**src/rtl/adc_cap_pkg.sv**
```systemverilog
// Shared types and clamp helpers for the ADC capture sequencer.
package adc_cap_pkg;

  typedef enum logic [1:0] {
    IDLE    = 2'd0,
    ARM     = 2'd1,
    CAPTURE = 2'd2,
    DONE    = 2'd3
  } cap_state_e;

  localparam int unsigned DIV_MIN = 32'd2;

  function automatic int unsigned clamp_div(input int unsigned div);
    if (div < DIV_MIN) begin
      return DIV_MIN;
    end else begin
      return div;
    end
  endfunction

  function automatic int unsigned clamp_len(input int unsigned len, input int unsigned depth);
    if ((len == 32'd0) || (len > depth)) begin
      return depth;
    end else begin
      return len;
    end
  endfunction

endpackage

```
**src/rtl/adc_clk_gen.sv**
```systemverilog
// ADC sample clock generator: phase counter, divisor reload at wrap,
// registered AD0_CLK and the sample strobe/register.
module adc_clk_gen
  import adc_cap_pkg::*;
#(
  parameter int DATA_W = 8,
  parameter int DIV_W  = 8
) (
  input  logic              clk,
  input  logic              reset_n,
  input  logic [DIV_W-1:0]  cfg_div,
  input  logic [DATA_W-1:0] AD0,
  output logic              AD0_CLK,
  output logic              smp_stb,
  output logic [DATA_W-1:0] smp
);

  logic [DIV_W-1:0]  phase_r;
  logic [DIV_W-1:0]  div_r;
  logic [DIV_W-1:0]  phase_s;
  logic [DIV_W-1:0]  div_s;
  logic              wrap_s;
  logic              ad0_clk_r;
  logic [DATA_W-1:0] smp_r;

  // Next phase and divisor; the divisor only changes at the wrap
  always_comb begin
    wrap_s = (phase_r == (div_r - DIV_W'(1)));
    if (wrap_s) begin
      phase_s = '0;
      div_s   = DIV_W'(clamp_div(32'(cfg_div)));
    end else begin
      phase_s = phase_r + DIV_W'(1);
      div_s   = div_r;
    end
  end

  // Phase/divisor state, AD0_CLK register and sample capture
  always_ff @(posedge clk or negedge reset_n) begin
    if (!reset_n) begin
      phase_r   <= '0;
      div_r     <= DIV_W'(DIV_MIN);
      ad0_clk_r <= 1'b0;
      smp_r     <= '0;
    end else begin
      phase_r   <= phase_s;
      div_r     <= div_s;
      ad0_clk_r <= (phase_s < (div_s >> 1));
      if (wrap_s) begin
        smp_r <= AD0;
      end
    end
  end

  assign AD0_CLK = ad0_clk_r;
  assign smp_stb = wrap_s;
  assign smp     = smp_r;

endmodule

```
**src/rtl/adc_capture_ctrl.sv**
```systemverilog
// Capture sequencer: arms on start, optionally waits for a rising level
// crossing, writes one frame to the capture RAM and hands it off via rd_ack.
module adc_capture_ctrl
  import adc_cap_pkg::*;
#(
  parameter int DATA_W = 8,
  parameter int ADDR_W = 10,
  parameter int DIV_W  = 8
) (
  input  logic              clk,
  input  logic              reset_n,
  input  logic [DIV_W-1:0]  cfg_div,
  input  logic [ADDR_W:0]   cfg_len,
  input  logic              cfg_trig_en,
  input  logic [DATA_W-1:0] cfg_trig_level,
  input  logic              start,
  input  logic              abort,
  input  logic              rd_ack,
  input  logic [DATA_W-1:0] AD0,
  output logic              AD0_CLK,
  output logic              buf_we,
  output logic [ADDR_W-1:0] buf_waddr,
  output logic [DATA_W-1:0] buf_wdata,
  output logic              busy,
  output logic              done,
  output logic              frame_ready
);

  localparam int unsigned DEPTH = 2 ** ADDR_W;
  localparam int          LEN_W = ADDR_W + 1;

  cap_state_e        state_r, state_s;
  logic [LEN_W-1:0]  len_r, len_s;
  logic [LEN_W-1:0]  addr_r, addr_s;
  logic              trig_en_r, trig_en_s;
  logic [DATA_W-1:0] level_r, level_s;
  logic              prev_ok_r, prev_ok_s;
  logic              smp_stb_s;
  logic [DATA_W-1:0] smp_s;
  logic              hit_s, wr_s, we_s, last_s;
  logic              buf_we_r, done_r, busy_r, frame_ready_r;
  logic [ADDR_W-1:0] buf_waddr_r;
  logic [DATA_W-1:0] buf_wdata_r;

  adc_clk_gen #(
    .DATA_W (DATA_W),
    .DIV_W  (DIV_W)
  ) u_clk_gen (
    .clk     (clk),
    .reset_n (reset_n),
    .cfg_div (cfg_div),
    .AD0     (AD0),
    .AD0_CLK (AD0_CLK),
    .smp_stb (smp_stb_s),
    .smp     (smp_s)
  );

  // Next-state, trigger compare and write decision. The strobe fires on the
  // edge that registers AD0, so the incoming AD0 is the new sample and smp_s
  // the previous one; this lands the write in the following phase 0.
  always_comb begin
    state_s   = state_r;
    len_s     = len_r;
    addr_s    = addr_r;
    trig_en_s = trig_en_r;
    level_s   = level_r;
    prev_ok_s = prev_ok_r;
    wr_s      = 1'b0;
    we_s      = 1'b0;
    last_s    = 1'b0;
    hit_s     = prev_ok_r && (smp_s < level_r) && (AD0 >= level_r);
    case (state_r)
      IDLE: begin
        if (start) begin
          state_s   = ARM;
          len_s     = LEN_W'(clamp_len(32'(cfg_len), DEPTH));
          addr_s    = '0;
          trig_en_s = cfg_trig_en;
          level_s   = cfg_trig_level;
          prev_ok_s = 1'b0;
        end else begin
          state_s = IDLE;
        end
      end
      ARM: begin
        if (smp_stb_s) begin
          if (!trig_en_r || hit_s) begin
            wr_s = 1'b1;
          end else begin
            prev_ok_s = 1'b1;
          end
        end else begin
          wr_s = 1'b0;
        end
      end
      CAPTURE: begin
        if (smp_stb_s) begin
          wr_s = 1'b1;
        end else begin
          wr_s = 1'b0;
        end
      end
      DONE: begin
        if (rd_ack) begin
          state_s = IDLE;
        end else begin
          state_s = DONE;
        end
      end
      default: begin
        state_s = IDLE;
      end
    endcase
    if (abort) begin
      state_s = IDLE;
      we_s    = 1'b0;
      last_s  = 1'b0;
    end else if (wr_s) begin
      we_s   = 1'b1;
      addr_s = addr_r + LEN_W'(1);
      if (addr_r == (len_r - LEN_W'(1))) begin
        last_s  = 1'b1;
        state_s = DONE;
      end else begin
        last_s  = 1'b0;
        state_s = CAPTURE;
      end
    end else begin
      we_s   = 1'b0;
      last_s = 1'b0;
    end
  end

  // FSM state, latched frame config and registered RAM/handshake outputs
  always_ff @(posedge clk or negedge reset_n) begin
    if (!reset_n) begin
      state_r       <= IDLE;
      len_r         <= '0;
      addr_r        <= '0;
      trig_en_r     <= 1'b0;
      level_r       <= '0;
      prev_ok_r     <= 1'b0;
      buf_we_r      <= 1'b0;
      buf_waddr_r   <= '0;
      buf_wdata_r   <= '0;
      done_r        <= 1'b0;
      busy_r        <= 1'b0;
      frame_ready_r <= 1'b0;
    end else begin
      state_r       <= state_s;
      len_r         <= len_s;
      addr_r        <= addr_s;
      trig_en_r     <= trig_en_s;
      level_r       <= level_s;
      prev_ok_r     <= prev_ok_s;
      buf_we_r      <= we_s;
      if (we_s) begin
        buf_waddr_r <= addr_r[ADDR_W-1:0];
        buf_wdata_r <= AD0;
      end
      done_r        <= last_s;
      busy_r        <= (state_s == ARM) || (state_s == CAPTURE);
      frame_ready_r <= (state_r == DONE) && (state_s == DONE);
    end
  end

  assign buf_we      = buf_we_r;
  assign buf_waddr   = buf_waddr_r;
  assign buf_wdata   = buf_wdata_r;
  assign done        = done_r;
  assign busy        = busy_r;
  assign frame_ready = frame_ready_r;

endmodule

```
**config.mk**
```make
export PLATFORM = sky130hd
export DESIGN_NAME = adc_capture_ctrl
export DESIGN_NICKNAME = d
export VERILOG_FILES = /design/src/rtl/adc_cap_pkg.sv /design/src/rtl/adc_clk_gen.sv /design/src/rtl/adc_capture_ctrl.sv
export SDC_FILE = /design/constraint.sdc
export NUM_CORES = 1
export LEC_CHECK = 0
export BUFFER_PORTS_ARGS = -buffer_cell sky130_fd_sc_hd__buf_2
export CAP_MARGIN = 20
export CORE_ASPECT_RATIO = 2
export CORE_MARGIN = 5
export CORE_UTILIZATION = 41
export DETAILED_ROUTE_END_ITERATION = 7
export GPL_TIMING_DRIVEN = 0
export PLACE_DENSITY_LB_ADDON = 0.3
export SLEW_MARGIN = 10
export SYNTH_ARGS = -nofsm -noshare
export SYNTH_HDL_FRONTEND = slang
export SYNTH_SLANG_ARGS = --single-unit
```
**constraint.sdc**
```tcl
create_clock -name clk -period 3.23 [get_ports clk]
set_input_delay 0.323 -clock clk [delete_from_list [all_inputs] [get_ports clk]]
set_output_delay 0.323 -clock clk [all_outputs]
set_load 0.02 [all_outputs]
```
==> results of run 1 <==
==> worst max path at each step <==
stage / end / startpoint / depth (start not counted) / slack [ns]
6_report: u_clk_gen.AD0_CLK / u_clk_gen.div_r[1] / 12 / 0.14
5_1_grt: u_clk_gen.AD0_CLK / u_clk_gen.div_r[0] / 14 / -0.008
4_1_cts: u_clk_gen.AD0_CLK / u_clk_gen.div_r[1] / 14 / 0.06
3_5_place_dp: u_clk_gen.AD0_CLK / u_clk_gen.div_r[1] / 14 / -0.40
3_3_place_gp: u_clk_gen.AD0_CLK / u_clk_gen.div_r[1] / 14 / -0.37
2_1_floorplan: u_clk_gen.AD0_CLK / u_clk_gen.div_r[1] / 14 / 0.22
==> per-stage QoR <==
| stage | total power (µW) | hold slack (ns) | setup slack (ns) | setup TNS (ns) | cells |
|---|---|---|---|---|---|
| 5_1_grt | 3990 | 0.200 | -0.00821 | -0.00821 | 677 |
| 4_1_cts | 3710 | 0.187 | 0.0564 | 0 | 676 |
| 3_3_place_gp | 2460 | 0.462 | -0.374 | -0.374 | 656 |
| 3_5_place_dp | 2530 | 0.262 | -0.399 | -0.399 | 657 |
| 6_report | 3750 | 0.191 | 0.140 | 0 | 677 |
| 2_1_floorplan | 2200 | 0.0274 | 0.216 | 0 | 454 |
==> metal layers <==
metal / vias up / part of all wire, % / GRT usage (%)
li1: 1748 / - / -
met3: 28 / 3.0 / 2.78
met1: 1749 / 35 / 16.2
met4: 0 / 3.9 / 8.57
met5: - / 0 / 0
met2: 71 / 58 / 33.0
==> critical path, stage by stage (launching register included) <==
cell,delay (ns)
sky130_fd_sc_hd__dfstp_2,0.57
sky130_fd_sc_hd__inv_1,0.08
sky130_fd_sc_hd__ha_4,0.18
sky130_fd_sc_hd__and3_1,0.15
sky130_fd_sc_hd__a211oi_1,0.28
sky130_fd_sc_hd__a2bb2oi_2,0.25
sky130_fd_sc_hd__or2_1,0.13
sky130_fd_sc_hd__buf_4,0.20
sky130_fd_sc_hd__mux2i_1,0.32
sky130_fd_sc_hd__ha_1,0.30
sky130_fd_sc_hd__a211oi_1,0.27
sky130_fd_sc_hd__o211ai_1,0.15
sky130_fd_sc_hd__o21ai_1,0.15
==> registers in the layout, summed over array words and instances, names as in the netlist <==
signal and flops:
addr_r 11, len_r 11, buf_waddr 10, buf_wdata 8, level_r 8, u_clk_gen.div_r 8
u_clk_gen.phase_r 8, u_clk_gen.smp 8, state_r 2, buf_we 1, busy 1, done 1
frame_ready 1, prev_ok_r 1, trig_en_r 1, u_clk_gen.AD0_CLK 1
==> Yosys cell counts (all sizes together) (8+ instances only) <==
library cell	instances
nor3	11
o21ai	24
ha	30
inv	26
clkbuf	8
dfrtp	80
xnor2	20
nand2b	14
nand2	47
buf	8
nor2	28
mux2	28
xor2	12
a21oi	12
nand3	13
==> cell families after synthesis <==
| kind of cell | count (synthesis) |
|---|---|
| adder cells (fa/ha/maj) | 30 |
| buffers and inverters | 42 |
| XOR/XNOR | 32 |
| AND/OR/NAND/NOR | 152 |
| flip-flops | 81 |
| AO/OA/AOI/OAI | 82 |
| multiplexers | 35 |
==> final cells by class <==
cell class | instances | area [µm²] | area share [%]
flip-flops and latches | 81 | 2030 | 36.5
plain buffers | 16 | 88.8 | 1.60
well taps | 140 | 175 | 3.15
repair buffers | 67 | 373 | 6.70
inverters | 26 | 97.6 | 1.75
clock buffers | 9 | 225 | 4.05
clock inverters | 7 | 100 | 1.80
multi-input cells | 331 | 2470 | 44.5
==> what timing repair did <==
| item | in CTS | in global routing |
|---|---|---|
| endpoints found under the setup margin | 1 | 1 |
| endpoints found under the hold margin | 24 | 0 |
| gates cloned | 0 | 0 |
| pin swaps | 2 | 2 |
| gates resized for setup | 8 | 9 |
| buffers inserted | 2 | 1 |
| hold buffers | 1 | 0 |
==> power by group <==
group / internal, µW / leakage (µW) / total, µW / switching, µW
logic: 585 / 0.00154 / 1230 / 649
registers: 1190 / 0.00102 / 1400 / 208
clock network: 684 / 0.000160 / 1120 / 436
total: 2460 / 0.00272 / 3750 / 1290
==> metrics.cfg, run 1 <==
[run_status]
outcome = finished clean

[clocking]
insertion_delay_ns = 0.34
cts_max_level = 3
cts_num_sinks = 81
cts_tree = built
tritoncts.num_buffers = 9
clk_path_buf_depth = 2
clk_root_buffer_cell = sky130_fd_sc_hd__clkbuf_16
clkTransAtPathRegs_ns = 0.06

[worst_hold_path]
worst_hold_path_type = in -> reg
hold_start = abort
hold_depth = 2
min_delay_worst_endpoint = state_r[0]

[route]
detailroute.via_count = 3596
drc = 0
postRouteAntennaNets = 0
drt-total-wl_mm = 11.0
dr.first_iter.drc_count = 106
detail_route.wl_per_cell_um = 16.3
via_per_inst = 5.31
drt-pass1-iter-count = 4

[floorplan]
die_y_um = 160
core_um2 = 10900
fp-row-count = 54
dieWidth_um = 85.0
io_pins = 64
initial_utilization_pct = 42.1
floorplan.die_area_um2 = 13600

[yosys]
muxShareOfSynthArea_pct = 8.35
ys_async_rst_share_pct = 100
synthFlopType = sky130_fd_sc_hd__dfrtp_1
synth_simple_gate_area_share_pct = 16.7
adder_cell_share_of_the_synthesized_area_pct = 8.14
synthesis.area_per_instance_um2 = 10.2
post_synth_xor_area_fraction_pct = 6.08
seq_area_frac_synth_pct = 44.0
synth_area_in_compound_gates_pct = 12.9
synth.cell_area_um2 = 4610
combinational_family_with_the_most_area_after_synthesis = simple AND/OR/NAND/NOR gates
post-synth-top-area-fraction_pct = 43.4
synth_net_count = 525
yosys_warning_count = 0
yosysTopAreaCell = sky130_fd_sc_hd__dfrtp_1
post_synth_main_area_contributors = sky130_fd_sc_hd__dfrtp_1 43%, sky130_fd_sc_hd__ha_1 8.1%, sky130_fd_sc_hd__nand2_1 3.8%
synth-edff-count = 0
post_synth_inst_count = 454
yosys.cell_types.count = 62
ys_ff_latch = 81

[timing]
max_clock_freq_mhz = 324
post-route-period-util_pct = 95.7
final.min_clock_period_ns = 3.09
final-max-slew-violation-count = 0
fin_worst_skew_ns = 0.00717
tightest_slew_ns = 0.639
slew-limit-headroom_pct = 57.4
final_hold_viol_count = 0
setup-violations-final = 0

[layout]
n_antenna_cell = 0
num-nets-final = 603
layout-drive-gt1-share_pct = 24.4
stdcell_area_um2 = 5560
final_util_pct = 50.8
mostFrequentLayoutCells = 80 x sky130_fd_sc_hd__dfrtp_1, 63 x sky130_fd_sc_hd__buf_2, 47 x sky130_fd_sc_hd__nand2_1, 29 x sky130_fd_sc_hd__ha_1, 27 x sky130_fd_sc_hd__nor2_1
flow.area_growth_from_synthesis_pct = 20.6
layout.cells.most_common = sky130_fd_sc_hd__dfrtp_1
final.fill_count = 1035

[global_routing]
first_global_vias = 3952
grt_first_pass_wirelength_mm = 18.3
grt_usage_pct = 16.9
grt_antenna_before_repair = 0
overflow = 0
grt_max_degree = 58

[critical_path]
reg2reg_from = u_clk_gen.div_r[1]
worst-path-max-fanout = 9
kind_of_capture_point_of_the_worst_setup_path = flop
arrival_ns = 3.36
setup.reg_to_reg.worst_slack_ns = 0.14
critical_path_class = reg -> reg
cp.required_ns = 3.50
crit_path_start_kind = flop
critical_path.reg2reg.endpoint = u_clk_gen.AD0_CLK
reg2reg_depth = 12

[place]
hpwlAfterDp_mm = 8.66
finalWeightedCongestion = 0.846
placed_area_um2 = 5130
placement.io_buffers = 62

[job]
max_cap_viol_count = 0

[power]
leakagePower_uw = 0.00272
p_per_area_nw_per_um2 = 675
ir_drop_uv = 397

(Power assumes the default switching activity.)
==> inputs of run 2 (changes only) <==
--- a/config.mk
+++ b/config.mk
@@ -13,6 +13,7 @@
 export DETAILED_ROUTE_END_ITERATION = 7
 export GPL_TIMING_DRIVEN = 0
 export PLACE_DENSITY_LB_ADDON = 0.3
+export SKIP_LAST_GASP = 1
 export SLEW_MARGIN = 10
 export SYNTH_ARGS = -nofsm -noshare
 export SYNTH_HDL_FRONTEND = slang
==> constraint.sdc (replaced) <==
create_clock -name clk -period 3.88 [get_ports clk]
set_input_delay 0.388 -clock clk [delete_from_list [all_inputs] [get_ports clk]]
set_output_delay 0.388 -clock clk [all_outputs]
set_load 0.02 [all_outputs]
==> metrics.cfg, run 2 (synthesized netlist as in run 1, its figures left out) <==
[clocking]
cts_tree = built
clk_path_buf_depth = 2
clk_root_buffer_cell = sky130_fd_sc_hd__clkbuf_16
cts_max_level = 3
insertion_delay_ns = 0.35
tritoncts.num_buffers = 9
clkTransAtPathRegs_ns = 0.06
cts_num_sinks = 81

[route]
detailroute.via_count = 3609
detail_route.wl_per_cell_um = 16.3
dr.first_iter.drc_count = 101
drt-pass1-iter-count = 4
postRouteAntennaNets = 0
drc = 0
via_per_inst = 5.35
drt-total-wl_mm = 11.0

[timing]
rsz0062_at_grt = no
fin_setup_tns_ns = 0
max_clock_freq_mhz = 287
final.min_clock_period_ns = 3.48
fin_worst_skew_ns = 0.00767
post-route-period-util_pct = 89.7
setup-violations-final = 0
final-max-slew-violation-count = 0
slew-limit-headroom_pct = 57.4
final_hold_viol_count = 0
tightest_slew_ns = 0.639

[power]
ir_drop_uv = 329
p_per_area_nw_per_um2 = 554
leakagePower_uw = 0.00270
power.total_uw = 3030

[floorplan]
dieWidth_um = 85.0
io_pins = 64
floorplan.die_area_um2 = 13600
core_um2 = 10900
initial_utilization_pct = 42.1
die_y_um = 160
fp-row-count = 54

[critical_path]
setup.reg_to_reg.worst_slack_ns = 0.40
reg2reg_depth = 14
worst-path-stages = 14
crit_path_start_kind = flop
arrival_ns = 3.74
cpLargestDelayFamily = simple AND/OR/NAND/NOR gates
critical_path.reg2reg.endpoint = u_clk_gen.AD0_CLK
max_stage_delay_ns = 0.57
reg2reg_from = u_clk_gen.div_r[1]
critical_path.n_buffers_inverters = 2
kind_of_capture_point_of_the_worst_setup_path = flop
critical_path_class = reg -> reg
cp.required_ns = 4.14
worst-path-max-fanout = 10
crit_slowest_cell = sky130_fd_sc_hd__dfstp_2
path_cells = inv_1 -> ha_1 -> nor3b_1 -> xnor2_1 -> nor3_1 -> nand3_1 -> nor2_1 -> clkbuf_2 -> nor2_1 -> ha_1 -> a21o_1 -> a21oi_1 -> o211ai_1 -> o21ai_0

[global_routing]
first_global_vias = 3947
overflow = 0
grt_max_degree = 58
grt_antenna_before_repair = 0
grt_first_pass_wirelength_mm = 18.3
grt_usage_pct = 16.9

[layout]
n_antenna_cell = 0
layout.cells.most_common = sky130_fd_sc_hd__dfrtp_1
num-nets-final = 600
layout-drive-gt1-share_pct = 21.9
flow.area_growth_from_synthesis_pct = 18.5
mostFrequentLayoutCells = 80 x sky130_fd_sc_hd__dfrtp_1, 64 x sky130_fd_sc_hd__buf_2, 47 x sky130_fd_sc_hd__nand2_1, 30 x sky130_fd_sc_hd__ha_1, 28 x sky130_fd_sc_hd__nor2_1

[place]
placement.io_buffers = 62
finalWeightedCongestion = 0.846
hpwlAfterDp_mm = 8.66

[worst_hold_path]
worst_hold_path_type = in -> reg
hold_depth = 2
min_delay_worst_endpoint = state_r[0]
hold_start = abort

[job]
max_cap_viol_count = 0

[run_status]
outcome = finished clean

run 2: repair_timing:
| item | CTS | global route |
|---|---|---|
| endpoints found under the setup margin | 0 | 1 |
| gates resized for setup | 0 | 2 |
| hold buffers | 1 | 0 |
| endpoints found under the hold margin | 24 | 0 |
| buffers inserted | 0 | 0 |
run 2: worst register-to-register path, cell delays in order, from the launching register on:
cell and delay, ns:
sky130_fd_sc_hd__dfstp_2 0.57, sky130_fd_sc_hd__inv_1 0.06, sky130_fd_sc_hd__ha_1 0.25, sky130_fd_sc_hd__nor3b_1 0.18
sky130_fd_sc_hd__xnor2_1 0.14, sky130_fd_sc_hd__nor3_1 0.19, sky130_fd_sc_hd__nand3_1 0.19, sky130_fd_sc_hd__nor2_1 0.36
sky130_fd_sc_hd__clkbuf_2 0.32, sky130_fd_sc_hd__nor2_1 0.11, sky130_fd_sc_hd__ha_1 0.31, sky130_fd_sc_hd__a21o_1 0.16
sky130_fd_sc_hd__a21oi_1 0.25, sky130_fd_sc_hd__o211ai_1 0.14, sky130_fd_sc_hd__o21ai_0 0.17
run 2: per-layer routing:
metal	vias up	part of all wire, %	global-route usage [%]	routed length, µm
met2	70	58	32.9	6370
met1	1769	35	16.3	3880
met3	29	3.0	2.78	326
li1	1741	-	-	-
met4	0	3.7	8.57	411
met5	-	0	0	0
run 2: cell type report:
class                   instances  area [µm²]
plain buffers                  16        83.8
clock buffers                   9         225
clock inverters                 7         100
fillers                      1055        5480
inverters                      26        97.6
multi-input cells             331        2400
flip-flops and latches         81        2030
well taps                     140         175
repair buffers                 64         350
run 2: power by group:
part	internal [µW]	total, µW	switching (µW)
Clock	569	937	367
Sequential	993	1160	165
Combinational	434	931	497
run 2: worst max path at each step:
| stage | startpoint | end | slack, ns |
|---|---|---|---|
| 5_1_grt | u_clk_gen.div_r[0] | u_clk_gen.AD0_CLK | 0.13 |
| 3_5_place_dp | u_clk_gen.div_r[1] | u_clk_gen.AD0_CLK | 0.25 |
| 4_1_cts | u_clk_gen.div_r[1] | u_clk_gen.AD0_CLK | 0.19 |
| 3_3_place_gp | u_clk_gen.div_r[1] | u_clk_gen.AD0_CLK | 0.28 |
| 2_1_floorplan | u_clk_gen.div_r[1] | u_clk_gen.AD0_CLK | 0.87 |
| 6_report | u_clk_gen.div_r[1] | u_clk_gen.AD0_CLK | 0.40 |
run 2: stage by stage:
stage                     area, µm²  hold WS [ns]  setup slack [ns]  std cells  util, %
final                          5470         0.252             0.401        674     49.9
after global routing           5470         0.265             0.129        674     49.9
after CTS                      5460         0.252             0.194        674     49.9
after detailed placement       5130         0.327             0.251        657     46.9
after global placement         5100         0.462             0.276        656     46.6
after floorplan                4610        0.0924             0.866        454        -
==> inputs of run 3 (changes only) <==
--- a/config.mk
+++ b/config.mk
@@ -5,11 +5,12 @@
 export SDC_FILE = /design/constraint.sdc
 export NUM_CORES = 1
 export LEC_CHECK = 0
-export BUFFER_PORTS_ARGS = -buffer_cell sky130_fd_sc_hd__buf_2
+export BUFFER_PORTS_ARGS = -buffer_cell sky130_fd_sc_hd__buf_4
 export CAP_MARGIN = 20
 export CORE_ASPECT_RATIO = 2
 export CORE_MARGIN = 5
 export CORE_UTILIZATION = 41
+export CTS_CLUSTER_DIAMETER = 150
 export DETAILED_ROUTE_END_ITERATION = 7
 export GPL_TIMING_DRIVEN = 0
 export PLACE_DENSITY_LB_ADDON = 0.3
==> metrics.cfg, run 3 (synthesized netlist as in run 1, its figures left out) <==
[critical_path]
path_cells = inv_1 -> ha_1 -> nor3b_1 -> xnor2_1 -> nor3_1 -> nand3_1 -> nor2_1 -> clkbuf_2 -> nor2_1 -> ha_1 -> a21o_1 -> a21oi_1 -> o211ai_1 -> o21ai_0
max_stage_delay_ns = 0.56
critical_path.reg2reg.endpoint = u_clk_gen.AD0_CLK
cpLargestDelayFamily = simple AND/OR/NAND/NOR gates
arrival_ns = 3.70
setup.reg_to_reg.worst_slack_ns = 0.44
critical_path.n_buffers_inverters = 2
reg2reg_from = u_clk_gen.div_r[1]
cp.required_ns = 4.14
crit_slowest_cell = sky130_fd_sc_hd__dfstp_2
reg2reg_depth = 14
kind_of_capture_point_of_the_worst_setup_path = flop
worst-path-max-fanout = 10
crit_path_start_kind = flop
critical_path_class = reg -> reg

[global_routing]
first_global_vias = 3818
grt_first_pass_wirelength_mm = 17.8
grt_max_degree = 82
grt_antenna_before_repair = 0
grt_usage_pct = 16.5
overflow = 0

[power]
netSwitchingPower_uw = 993
p_comb_share_pct = 32.4
p_clk_share_pct = 28.2
sequentialPowerShare_pct = 39.4
switching_share_of_total_power_pct = 33.9
p_per_area_nw_per_um2 = 525
ir_drop_uv = 337
cellInternalPower_uw = 1930
leakagePower_uw = 0.00272

[floorplan]
fp-row-count = 54
io_pins = 64
die_y_um = 160
floorplan.die_area_um2 = 13600
dieWidth_um = 85.0
initial_utilization_pct = 42.1
core_um2 = 10900

[clocking]
cts_tree = built
postCtsSetupBuffers = 0
cts_max_level = 3
tritoncts.num_buffers = 9
insertion_delay_ns = 0.34
clkTransAtPathRegs_ns = 0.06
clk_path_buf_depth = 2
cts_num_sinks = 81
clk_root_buffer_cell = sky130_fd_sc_hd__clkbuf_16

[place]
hpwlAfterDp_mm = 8.42
finalWeightedCongestion = 0.828
placement.io_buffers = 62

[layout]
n_antenna_cell = 0
layout-drive-gt1-share_pct = 21.6
mostFrequentLayoutCells = 80 x sky130_fd_sc_hd__dfrtp_1, 65 x sky130_fd_sc_hd__buf_4, 47 x sky130_fd_sc_hd__nand2_1, 30 x sky130_fd_sc_hd__ha_1, 28 x sky130_fd_sc_hd__nor2_1
layout.cells.most_common = sky130_fd_sc_hd__dfrtp_1
num-nets-final = 600
flow.area_growth_from_synthesis_pct = 20.9
final.fill_count = 1062

[route]
dr.first_iter.drc_count = 117
via_per_inst = 5.33
postRouteAntennaNets = 0
drt-total-wl_mm = 10.8
detailroute.via_count = 3585
detail_route.wl_per_cell_um = 16.0
drc = 0
drt-pass1-iter-count = 4

[worst_hold_path]
worst_hold_path_type = in -> reg
hold_start = abort
min_delay_worst_endpoint = state_r[0]
hold_depth = 2

[timing]
rsz0062_at_grt = no
final.min_clock_period_ns = 3.44
setup-violations-final = 0
max_clock_freq_mhz = 291
slew-limit-headroom_pct = 57.5
tightest_slew_ns = 0.638
final-max-slew-violation-count = 0
fin_setup_tns_ns = 0
fin_hold_ws_ns = 0.248
post-route-period-util_pct = 88.7
final_hold_viol_count = 0
fin_worst_skew_ns = 0.00703

[job]
max_cap_viol_count = 0

[run_status]
outcome = finished clean

==> run 3: cell types whose count changed in the layout (fill, tap and decap cells not counted) <==
cell	before	now
sky130_fd_sc_hd__clkinv_2	1	2
sky130_fd_sc_hd__inv_6	2	1
sky130_fd_sc_hd__clkinv_4	2	1
sky130_fd_sc_hd__buf_2	64	3
sky130_fd_sc_hd__bufinv_16	2	1
sky130_fd_sc_hd__buf_4	4	65
==> run 3: layout make-up <==
type / instances / area, µm² / share of cell area, %
buffer: 16 / 83.8 / 1.50
clock buffer: 9 / 225 / 4.04
clock inverter: 5 / 57.6 / 1.03
timing repair buffer: 64 / 503 / 9.02
tap: 140 / 175 / 3.14
inverter: 26 / 97.6 / 1.75
sequential: 81 / 2030 / 36.4
multi-input combinational: 331 / 2400 / 43.1
==> run 3: through the flow <==
| stage | utilization, % | setup slack, ns | total power [µW] | instance area (µm²) | cells |
|---|---|---|---|---|---|
| after floorplan | - | 0.866 | 1830 | 4610 | 454 |
| after CTS | 50.6 | 0.242 | 2950 | 5540 | 670 |
| after global routing | 50.9 | 0.141 | 3110 | 5580 | 672 |
| after global placement | 48.0 | 0.283 | 2060 | 5250 | 656 |
| after detailed placement | 48.0 | 0.271 | 2110 | 5250 | 656 |
| final | 50.9 | 0.439 | 2930 | 5580 | 672 |
==> run 3: routing by layer <==
layer / track usage [%] / part of all wire, % / vias up
met4: 9.01 / 4.1 / 0
met2: 31.6 / 58 / 79
met3: 2.84 / 3.5 / 33
met5: 0 / 0 / -
met1: 16.0 / 35 / 1738
li1: - / - / 1735
==> run 3: worst max path at each step <==
| stage | end | start | depth (start not counted) | slack [ns] |
|---|---|---|---|---|
| after global placement | u_clk_gen.AD0_CLK | u_clk_gen.div_r[1] | 14 | 0.28 |
| after CTS | u_clk_gen.AD0_CLK | u_clk_gen.div_r[1] | 14 | 0.24 |
| after global routing | u_clk_gen.AD0_CLK | u_clk_gen.div_r[0] | 14 | 0.14 |
| final | u_clk_gen.AD0_CLK | u_clk_gen.div_r[1] | 14 | 0.44 |
| after detailed placement | u_clk_gen.AD0_CLK | u_clk_gen.div_r[1] | 14 | 0.27 |
| after floorplan | u_clk_gen.AD0_CLK | u_clk_gen.div_r[1] | 14 | 0.87 |
==> run 3: what timing repair did <==
item                                    CTS  global route
hold buffers                              0             1
endpoints found under the setup margin    0             1
resized for setup                         0             2
hold endpoints to repair                  0            22
==> run 3: power groups by stage <==
| stage | combinational [µW] | sequential, µW | clock (µW) |
|---|---|---|---|
| 2_1_floorplan | 702 | 1130 | 0 |
| 5_1_grt | 1060 | 1180 | 878 |
| 3_5_place_dp | 941 | 1170 | 0 |
| 4_1_cts | 951 | 1160 | 843 |
| 6_report | 949 | 1150 | 824 |
| 3_3_place_gp | 900 | 1160 | 0 |
